### config.mk
export PLATFORM = sky130hd
export DESIGN_NAME = branch_predictor_flat
export DESIGN_NICKNAME = d
export VERILOG_FILES = /design/src/rtl/bp_pkg.sv /design/src/rtl/branch_predictor_if.sv /design/src/rtl/branch_target_buffer.sv /design/src/rtl/branch_predictor.sv /design/src/flat_wrapper.sv
export SDC_FILE = /design/constraint.sdc
export NUM_CORES = 2
export LEC_CHECK = 0
export BUFFER_PORTS_ARGS = -buffer_cell sky130_fd_sc_hd__buf_2
export CORE_MARGIN = 8
export CORE_UTILIZATION = 28
export DETAILED_ROUTE_END_ITERATION = 12
export SYNTH_ARGS = -nofsm -noshare
export SYNTH_HDL_FRONTEND = slang
export SYNTH_SLANG_ARGS = --single-unit
### constraint.sdc
create_clock -name clk -period 128.1 [get_ports clk]
set_input_delay 0 -clock clk [delete_from_list [all_inputs] [get_ports clk]]
set_output_delay 0 -clock clk [all_outputs]
set_load 0.03 [all_outputs]
### src/rtl/bp_pkg.sv
// Shared constants, types and helpers for the dynamic branch predictor.
package bp_pkg;

  localparam int BP_MODE_NT      = 0;
  localparam int BP_MODE_BIMODAL = 1;
  localparam int BP_MODE_GSHARE  = 2;

  // Widest PC the BTB storage type can hold; narrower PCs are zero-extended.
  localparam int BP_MAX_ADDR_W = 32;

  typedef struct packed {
    logic                     valid;
    logic                     is_jump;
    logic [BP_MAX_ADDR_W-1:0] tag;
    logic [BP_MAX_ADDR_W-1:0] target;
  } btb_entry_t;

  // Weakly-not-taken value of a CTR_BITS-wide saturating counter.
  function automatic int bp_ctr_reset(input int ctr_bits);
    return (32'sd1 <<< (ctr_bits - 32'sd1)) - 32'sd1;
  endfunction

endpackage

### src/rtl/branch_predictor_if.sv
// Fetch-side lookup and EX-side training bundle between the core and the predictor.
interface branch_predictor_if #(
  parameter int ADDR_W = 32
);
  logic [ADDR_W-1:0] if_pc;
  logic              pred_taken;
  logic [ADDR_W-1:0] pred_next_pc;
  logic              upd_valid;
  logic [ADDR_W-1:0] upd_pc;
  logic              upd_is_cond;
  logic              upd_taken;
  logic [ADDR_W-1:0] upd_target;
  logic              upd_mispredict;
  logic [31:0]       mispredict_cnt;

  modport master (
    output if_pc, upd_valid, upd_pc, upd_is_cond, upd_taken, upd_target, upd_mispredict,
    input  pred_taken, pred_next_pc, mispredict_cnt
  );

  modport slave (
    input  if_pc, upd_valid, upd_pc, upd_is_cond, upd_taken, upd_target, upd_mispredict,
    output pred_taken, pred_next_pc, mispredict_cnt
  );
endinterface

### src/rtl/branch_target_buffer.sv
// Direct-mapped BTB: combinational read port, one registered write port,
// asynchronous clear on reset.
module branch_target_buffer
  import bp_pkg::*;
#(
  parameter int ADDR_W  = 32,
  parameter int ENTRIES = 32
) (
  input  logic              clk,
  input  logic              reset,
  input  logic [ADDR_W-1:0] rd_pc_i,
  output logic              rd_hit_o,
  output logic              rd_is_jump_o,
  output logic [ADDR_W-1:0] rd_target_o,
  input  logic              wr_en_i,
  input  logic [ADDR_W-1:0] wr_pc_i,
  input  logic [ADDR_W-1:0] wr_target_i,
  input  logic              wr_is_jump_i
);
  localparam int IDX_W = $clog2(ENTRIES);

  btb_entry_t               entry_q [ENTRIES];
  btb_entry_t               rd_entry_s;
  btb_entry_t               wr_entry_s;
  logic [IDX_W-1:0]         rd_idx_s;
  logic [IDX_W-1:0]         wr_idx_s;
  logic [BP_MAX_ADDR_W-1:0] rd_tag_s;
  logic                     unused_s;

  // PCs are word aligned, so the two low bits never select anything.
  assign unused_s = ^{rd_pc_i[1:0], wr_pc_i[1:0]};

  assign rd_idx_s     = rd_pc_i[IDX_W+1:2];
  assign rd_tag_s     = BP_MAX_ADDR_W'(rd_pc_i[ADDR_W-1:IDX_W+2]);
  assign rd_entry_s   = entry_q[rd_idx_s];
  assign rd_hit_o     = rd_entry_s.valid && (rd_entry_s.tag == rd_tag_s);
  assign rd_is_jump_o = rd_entry_s.is_jump;
  assign rd_target_o  = rd_entry_s.target[ADDR_W-1:0];

  assign wr_idx_s = wr_pc_i[IDX_W+1:2];

  always_comb begin
    wr_entry_s         = '0;
    wr_entry_s.valid   = 1'b1;
    wr_entry_s.is_jump = wr_is_jump_i;
    wr_entry_s.tag     = BP_MAX_ADDR_W'(wr_pc_i[ADDR_W-1:IDX_W+2]);
    wr_entry_s.target  = BP_MAX_ADDR_W'(wr_target_i);
  end

  always_ff @(posedge clk or posedge reset) begin
    if (reset) begin
      for (int i = 0; i < ENTRIES; i++) begin
        entry_q[i] <= '0;
      end
    end else if (wr_en_i) begin
      entry_q[wr_idx_s] <= wr_entry_s;
    end
  end

endmodule

### src/rtl/branch_predictor.sv
// Dynamic branch predictor (not-taken / bimodal / gshare) beside the IF-stage PC mux,
// trained from EX-stage resolution, with a saturating mispredict counter.
module branch_predictor
  import bp_pkg::*;
#(
  parameter int ADDR_W      = 32,
  parameter int BTB_ENTRIES = 32,
  parameter int PHT_IDX_W   = 5,
  parameter int GHR_BITS    = 5,
  parameter int CTR_BITS    = 2,
  parameter int MODE        = BP_MODE_GSHARE
) (
  input logic                clk,
  input logic                reset,
  branch_predictor_if.slave  bus
);
  localparam int PHT_N = 1 << PHT_IDX_W;
  localparam logic [CTR_BITS-1:0] CTR_RST  = CTR_BITS'(bp_ctr_reset(CTR_BITS));
  localparam logic [CTR_BITS-1:0] CTR_MAX  = {CTR_BITS{1'b1}};
  localparam logic [CTR_BITS-1:0] CTR_ZERO = {CTR_BITS{1'b0}};
  localparam bit TRAIN  = (MODE != BP_MODE_NT);
  localparam bit GSHARE = (MODE == BP_MODE_GSHARE);

  logic [CTR_BITS-1:0]  pht_q [PHT_N];
  logic [CTR_BITS-1:0]  ctr_d;
  logic [CTR_BITS-1:0]  upd_ctr_s;
  logic [CTR_BITS-1:0]  lk_ctr_s;
  logic [GHR_BITS-1:0]  ghr_q;
  logic [GHR_BITS-1:0]  ghr_d;
  logic [31:0]          mispredict_cnt_q;
  logic [31:0]          mispredict_cnt_d;
  logic [PHT_IDX_W-1:0] ghr_ext_s;
  logic [PHT_IDX_W-1:0] lk_idx_s;
  logic [PHT_IDX_W-1:0] upd_idx_s;
  logic                 btb_hit_s;
  logic                 btb_is_jump_s;
  logic [ADDR_W-1:0]    btb_target_s;
  logic                 btb_we_s;
  logic                 pht_we_s;
  logic                 pred_s;

  function automatic logic [PHT_IDX_W-1:0] pht_index(input logic [ADDR_W-1:0] pc,
                                                     input logic [PHT_IDX_W-1:0] hist);
    return pc[PHT_IDX_W+1:2] ^ (GSHARE ? hist : {PHT_IDX_W{1'b0}});
  endfunction

  assign ghr_ext_s = PHT_IDX_W'(ghr_q);
  assign lk_idx_s  = pht_index(bus.if_pc, ghr_ext_s);
  assign upd_idx_s = pht_index(bus.upd_pc, ghr_ext_s);
  assign lk_ctr_s  = pht_q[lk_idx_s];
  assign upd_ctr_s = pht_q[upd_idx_s];

  // Not-taken conditionals never allocate; jumps and taken branches always (re)write.
  assign btb_we_s = TRAIN && bus.upd_valid && (!bus.upd_is_cond || bus.upd_taken);
  assign pht_we_s = TRAIN && bus.upd_valid && bus.upd_is_cond;

  branch_target_buffer #(
    .ADDR_W  (ADDR_W),
    .ENTRIES (BTB_ENTRIES)
  ) u_btb (
    .clk          (clk),
    .reset        (reset),
    .rd_pc_i      (bus.if_pc),
    .rd_hit_o     (btb_hit_s),
    .rd_is_jump_o (btb_is_jump_s),
    .rd_target_o  (btb_target_s),
    .wr_en_i      (btb_we_s),
    .wr_pc_i      (bus.upd_pc),
    .wr_target_i  (bus.upd_target),
    .wr_is_jump_i (!bus.upd_is_cond)
  );

  always_comb begin
    pred_s = 1'b0;
    if (reset || !TRAIN || !btb_hit_s) begin
      pred_s = 1'b0;
    end else if (btb_is_jump_s) begin
      pred_s = 1'b1;
    end else begin
      pred_s = lk_ctr_s[CTR_BITS-1];
    end
  end

  assign bus.pred_taken     = pred_s;
  assign bus.pred_next_pc   = pred_s ? btb_target_s : bus.if_pc + ADDR_W'(4);
  assign bus.mispredict_cnt = mispredict_cnt_q;

  always_comb begin
    ctr_d = upd_ctr_s;
    if (bus.upd_taken) begin
      if (upd_ctr_s != CTR_MAX) ctr_d = upd_ctr_s + CTR_BITS'(1);
      else                      ctr_d = upd_ctr_s;
    end else begin
      if (upd_ctr_s != CTR_ZERO) ctr_d = upd_ctr_s - CTR_BITS'(1);
      else                       ctr_d = upd_ctr_s;
    end
  end

  // Truncating the concatenation shifts the newest outcome into bit 0 for any GHR_BITS.
  assign ghr_d = GHR_BITS'({ghr_q, bus.upd_taken});

  assign mispredict_cnt_d = (bus.upd_valid && bus.upd_mispredict && (mispredict_cnt_q != 32'hFFFF_FFFF))
                          ? mispredict_cnt_q + 32'd1 : mispredict_cnt_q;

  always_ff @(posedge clk or posedge reset) begin
    if (reset) begin
      for (int i = 0; i < PHT_N; i++) begin
        pht_q[i] <= CTR_RST;
      end
    end else if (pht_we_s) begin
      pht_q[upd_idx_s] <= ctr_d;
    end
  end

  always_ff @(posedge clk or posedge reset) begin
    if (reset) begin
      ghr_q <= {GHR_BITS{1'b0}};
    end else if (pht_we_s) begin
      ghr_q <= ghr_d;
    end
  end

  always_ff @(posedge clk or posedge reset) begin
    if (reset) begin
      mispredict_cnt_q <= 32'd0;
    end else begin
      mispredict_cnt_q <= mispredict_cnt_d;
    end
  end

endmodule

### src/flat_wrapper.sv
// flat-port wrapper written by rule: the top's interface ports become plain ports
module branch_predictor_flat import bp_pkg::*;
#(
  parameter int ADDR_W      = 32,
  parameter int BTB_ENTRIES = 32,
  parameter int PHT_IDX_W   = 5,
  parameter int GHR_BITS    = 5,
  parameter int CTR_BITS    = 2,
  parameter int MODE        = BP_MODE_GSHARE
)
  (clk, reset, bus_if_pc, bus_upd_valid, bus_upd_pc, bus_upd_is_cond, bus_upd_taken, bus_upd_target, bus_upd_mispredict, bus_pred_taken, bus_pred_next_pc, bus_mispredict_cnt);
  branch_predictor_if #(.ADDR_W(ADDR_W)) bus_i ();
  input logic clk;
  input logic reset;
  input wire logic [$bits(bus_i.if_pc)-1:0] bus_if_pc;
  input wire logic [$bits(bus_i.upd_valid)-1:0] bus_upd_valid;
  input wire logic [$bits(bus_i.upd_pc)-1:0] bus_upd_pc;
  input wire logic [$bits(bus_i.upd_is_cond)-1:0] bus_upd_is_cond;
  input wire logic [$bits(bus_i.upd_taken)-1:0] bus_upd_taken;
  input wire logic [$bits(bus_i.upd_target)-1:0] bus_upd_target;
  input wire logic [$bits(bus_i.upd_mispredict)-1:0] bus_upd_mispredict;
  output wire logic [$bits(bus_i.pred_taken)-1:0] bus_pred_taken;
  output wire logic [$bits(bus_i.pred_next_pc)-1:0] bus_pred_next_pc;
  output wire logic [$bits(bus_i.mispredict_cnt)-1:0] bus_mispredict_cnt;
  assign bus_i.if_pc = bus_if_pc;
  assign bus_i.upd_valid = bus_upd_valid;
  assign bus_i.upd_pc = bus_upd_pc;
  assign bus_i.upd_is_cond = bus_upd_is_cond;
  assign bus_i.upd_taken = bus_upd_taken;
  assign bus_i.upd_target = bus_upd_target;
  assign bus_i.upd_mispredict = bus_upd_mispredict;
  assign bus_pred_taken = bus_i.pred_taken;
  assign bus_pred_next_pc = bus_i.pred_next_pc;
  assign bus_mispredict_cnt = bus_i.mispredict_cnt;
  branch_predictor #(.ADDR_W(ADDR_W), .BTB_ENTRIES(BTB_ENTRIES), .PHT_IDX_W(PHT_IDX_W), .GHR_BITS(GHR_BITS), .CTR_BITS(CTR_BITS), .MODE(MODE)) u_core (.clk(clk), .reset(reset), .bus(bus_i));
endmodule
==> reports/qor.tcl <==
set qor(rows) 209
set qor(layout_commonest_cell) {sky130_fd_sc_hd__dfrtp_1}
set qor(resize_count_post_cts) 0
set qor(postCtsSetupRepairBufs) 0
set qor(worst_path_largest_cell_delay_ns) 0.92
set qor(postLayoutSetupSlackWorst_ns) 121.40
set qor(netlist.area_leader.share_pct) 53.8
set qor(cp.arrival_ns) 6.70
set qor(timing_hold_violations_final) 0
set qor(grt_max_degree) 185
set qor(synthTopCellsByArea) {sky130_fd_sc_hd__dfrtp_1 (54%), sky130_fd_sc_hd__mux2_2 (22%), sky130_fd_sc_hd__mux4_2 (12%), sky130_fd_sc_hd__nand2_1 (1.9%), sky130_fd_sc_hd__clkbuf_1 (1.7%)}
set qor(startpoint_to_endpoint_class_of_the_critical_path) {in2out}
set qor(layout.nets) 6169
set qor(fp.dieW_microns) 586
set qor(route.detailed.vias_per_inst) 5.09
set qor(largest_vdd_supply_drop_uv) 13.7
set qor(die_height_microns) 586
set qor(yosys_warnings) 0
set qor(timing.critical_path.required_ns) 128.10
set qor(avgSynthCellArea_sq_um) 15.0
set qor(status) {complete, no violations}
set qor(num_io_pins) 167
set qor(edff_count_synth) 0
set qor(synth_nets) 6175
set qor(count_of_h_tree_levels_built_during_cts) 4
set qor(fin_skew_ns) 0.0343
set qor(switching_power_mw) 0.427
set qor(timing.slew.headroom_pct) 13.4
set qor(globalRouteOverflowTotal) 0
set qor(cts_root_buffer) {sky130_fd_sc_hd__clkbuf_16}
set qor(synthCells) 6071
set qor(critical_path.endpoint_type) {output pin}
set qor(cts.sink_count) 1989
set qor(path_common_cell) {sky130_fd_sc_hd__buf_4}
set qor(gp_congestion) 0.794
set qor(core_area_sq_mm) 0.324
set qor(timing.fmax_mhz) 149
set qor(cts_buffers) 206
set qor(post-route-drc-count) 0
set qor(origin_of_the_worst_setup_path) {bus_if_pc[2]}
set qor(tritoncts) {yes}
set qor(postSynth.topFlopCell) {sky130_fd_sc_hd__dfrtp_1}
set qor(drv_slew) 0
set qor(timing.critical_path.cells) {buf_8 > buf_4 > buf_4 > buf_4 > mux4_2 > a22o_1 > a211oi_1 > a21oi_1 > xor2_1 > a2111o_1 > nor4_2 > nand3_2 > o21ai_0 > buf_2}
set qor(seq_power_share_pct) 47.4
set qor(clk_pin_slew_worst_paths_ns) 0.06
set qor(grt_pass1_vias) 58061
set qor(power_internal_mw) 1.26
set qor(max_slew.worst_pin.slew_ns) 1.30
set qor(syn-cell-area_sq_mm) 0.0911
set qor(finalCritPeriodShare_pct) 5.23
set qor(critical_path_peak_fanout) 42
set qor(worstReg2RegStart) {u_core.ghr_ext_s[0]$_DFFE_PP0P_}
set qor(cellPowerDensity_mw_per_mm2) 16.2
set qor(sw_frac_of_total_pct) 25.4
set qor(initial_utilization_pct) 28.1
set qor(portBuffers) 164
set qor(p_comb_share_pct) 15.6
set qor(fp.dieArea_sq_mm) 0.344
set qor(layout_overhead_on_the_synthesized_area_pct) 14.3
set qor(setup-tns-final_ns) 0
set qor(clock_path_buffers) 3
set qor(via_count) 53917
set qor(async_reset_ff_share_pct) 100
set qor(ant_nets) 0
set qor(grt_antenna_before_repair) 52
set qor(worst_setup_path_start_kind) {input port}
set qor(minimum_setup_slack_after_placement_ns) 121.25
set qor(grt_use_total_pct) 15.9
set qor(first_pass_grt_wire_length_microns) 409000
set qor(timing.hold.worst.start) {bus_upd_pc[3]}
set qor(wl_per_cell_microns) 26.2
set qor(share_of_layout_cells_above_drive_strength_1_pct) 48.8
set qor(drv.max_cap_violation_count) 0
set qor(rsz0062_at_grt) {no}
set qor(final_period_minus_worst_setup_slack_ns) 6.70
set qor(yosysTopAreaCell) {sky130_fd_sc_hd__dfrtp_1}
set qor(static-leakage-power_nw) 46.2
set qor(clkLatencyLatePin_ns) 0.86
set qor(critical_path.slowest_cell) {sky130_fd_sc_hd__o21ai_0}
set qor(worst_hold_path_type) {in2reg}
set qor(power.clock.fraction_pct) 37.0
set qor(drt_iter0_drc) 4360
set qor(yosys_register_bits) 1989
set qor(detail_route.first_pass.iterations) 5
set qor(dp_hpwl_microns) 160000
set qor(setup-violations-final) 0
set qor(drt_wl_total_microns) 277000
set qor(distinct_cell_type_count_of_the_synthesized_netlist) 66
set qor(synth-seq-area-share_pct) 54.7
set qor(layout_common_cells) {sky130_fd_sc_hd__dfrtp_1 (1957), sky130_fd_sc_hd__mux2_2 (1811), sky130_fd_sc_hd__mux4_2 (505), sky130_fd_sc_hd__nand2_1 (452), sky130_fd_sc_hd__clkbuf_16 (207)}
==> what timing repair did <==
| item | CTS | global route |
|---|---|---|
| endpoints found under the setup margin | 0 | 0 |
| hold endpoints to repair | 2050 | 0 |
| hold buffers | 67 | 0 |
==> per-stage QoR <==
step	util (%)	power, mW	area (sq um)	hold slack, ns	std cells
floorplan	-	1.01	91100	0.151	6071
global placement	29.7	1.05	96300	0.114	10115
detailed placement	29.7	1.07	96300	0.126	10115
CTS	32.1	1.70	104000	0.0978	10568
global route	32.1	1.76	104000	0.155	10582
finish	32.1	1.68	104000	0.167	10594
==> path summary, 6_finish.rpt <==
check,to,slack (ns),depth (start not counted)
worst max-delay path,bus_pred_next_pc[18],121.40,14
worst min-delay path,u_core.u_btb.entry_q[65]$_DFFE_PP0P_,0.17,4
worst max register to register,u_core.pht_q[49]$_DFFE_PP0P_,124.58,8
worst min register to register,u_core.u_btb.entry_q[2111]$_DFFE_PP0P_,0.46,1
max in group asynchronous,u_core.u_btb.entry_q[90]$_DFFE_PP0P_,122.54,9
min in group asynchronous,u_core.u_btb.entry_q[1388]$_DFFE_PP0P_,0.39,4
==> per-layer routing <==
layer | part of all wire (%) | wire length (microns) | track usage (%) | vias up
li1 | - | - | - | 22256
met1 | 42 | 116000 | 20.4 | 29591
met2 | 49 | 137000 | 27.1 | 1528
met3 | 5.1 | 14100 | 2.74 | 522
met4 | 3.7 | 10400 | 5.88 | 20
met5 | 0.050 | 138 | 0 | -
==> registers in the layout, summed over array words and instances, names as in the netlist <==
register	flops
u_core.bus.mispredict_cnt	32
u_core.ghr_ext_s	5
u_core.pht_q	64
u_core.u_btb.entry_q	1888
==> critical path, delay by kind of cell <==
family | cells | cell delay [ns]
buf+inv | 5 | 2.60
compound gates | 5 | 2.01
xor+xnor | 1 | 0.22
simple gates | 2 | 1.14
mux | 1 | 0.57
==> cell usage after synthesis, types with 7 or more instances <==
cell,n
sky130_fd_sc_hd__buf_4,26
sky130_fd_sc_hd__xnor2_1,46
sky130_fd_sc_hd__mux2_2,1811
sky130_fd_sc_hd__xor2_1,42
sky130_fd_sc_hd__clkbuf_1,409
sky130_fd_sc_hd__and3_1,12
sky130_fd_sc_hd__nand2_1,456
sky130_fd_sc_hd__buf_1,64
sky130_fd_sc_hd__nand4_1,14
sky130_fd_sc_hd__o221ai_1,29
sky130_fd_sc_hd__nor2_1,52
sky130_fd_sc_hd__o21ai_0,24
sky130_fd_sc_hd__and2_1,25
sky130_fd_sc_hd__a211oi_1,33
sky130_fd_sc_hd__mux2i_1,145
sky130_fd_sc_hd__nor2b_1,10
sky130_fd_sc_hd__nor3_1,29
sky130_fd_sc_hd__mux4_2,505
sky130_fd_sc_hd__nand3_1,39
sky130_fd_sc_hd__buf_6,7
sky130_fd_sc_hd__o22ai_1,19
sky130_fd_sc_hd__nand3b_1,7
sky130_fd_sc_hd__dfstp_2,32
sky130_fd_sc_hd__a22oi_1,33
sky130_fd_sc_hd__nand2b_1,16
sky130_fd_sc_hd__a21oi_1,59
sky130_fd_sc_hd__inv_1,7
sky130_fd_sc_hd__a22o_1,10
sky130_fd_sc_hd__or2_2,22
sky130_fd_sc_hd__dfrtp_1,1957
sky130_fd_sc_hd__buf_2,65
==> cells by family after synthesis <==
family | after synthesis | share of synthesized area, %
multiplexers | 2461 | 36.5
AND/OR/NAND/NOR | 708 | 3.44
flip-flops | 1989 | 54.7
adder cells (fa/ha/maj) | 4 | 0.0495
AO/OA/AOI/OAI | 240 | 1.82
XOR/XNOR | 89 | 0.864
buffers and inverters | 580 | 2.65
==> final cells by class <==
class	count	area (sq um)
fill	31414	220000
timing repair buffer	358	2550
tap	4325	5410
multi-input combinational	3502	39100
antenna	26	65.1
sequential	1989	49800
clock buffer	316	6160
inverter	8	40.0
clock inverter	70	956
==> power by group through the flow <==
stage                     clock (mW)  sequential [mW]  combinational (mW)
after floorplan                    0            0.798               0.208
after global placement             0            0.797               0.253
after detailed placement           0            0.808               0.262
after CTS                      0.638            0.797               0.265
after global routing           0.662            0.811               0.283
final                          0.623            0.798               0.262
Power figures use the tool's default switching activity.
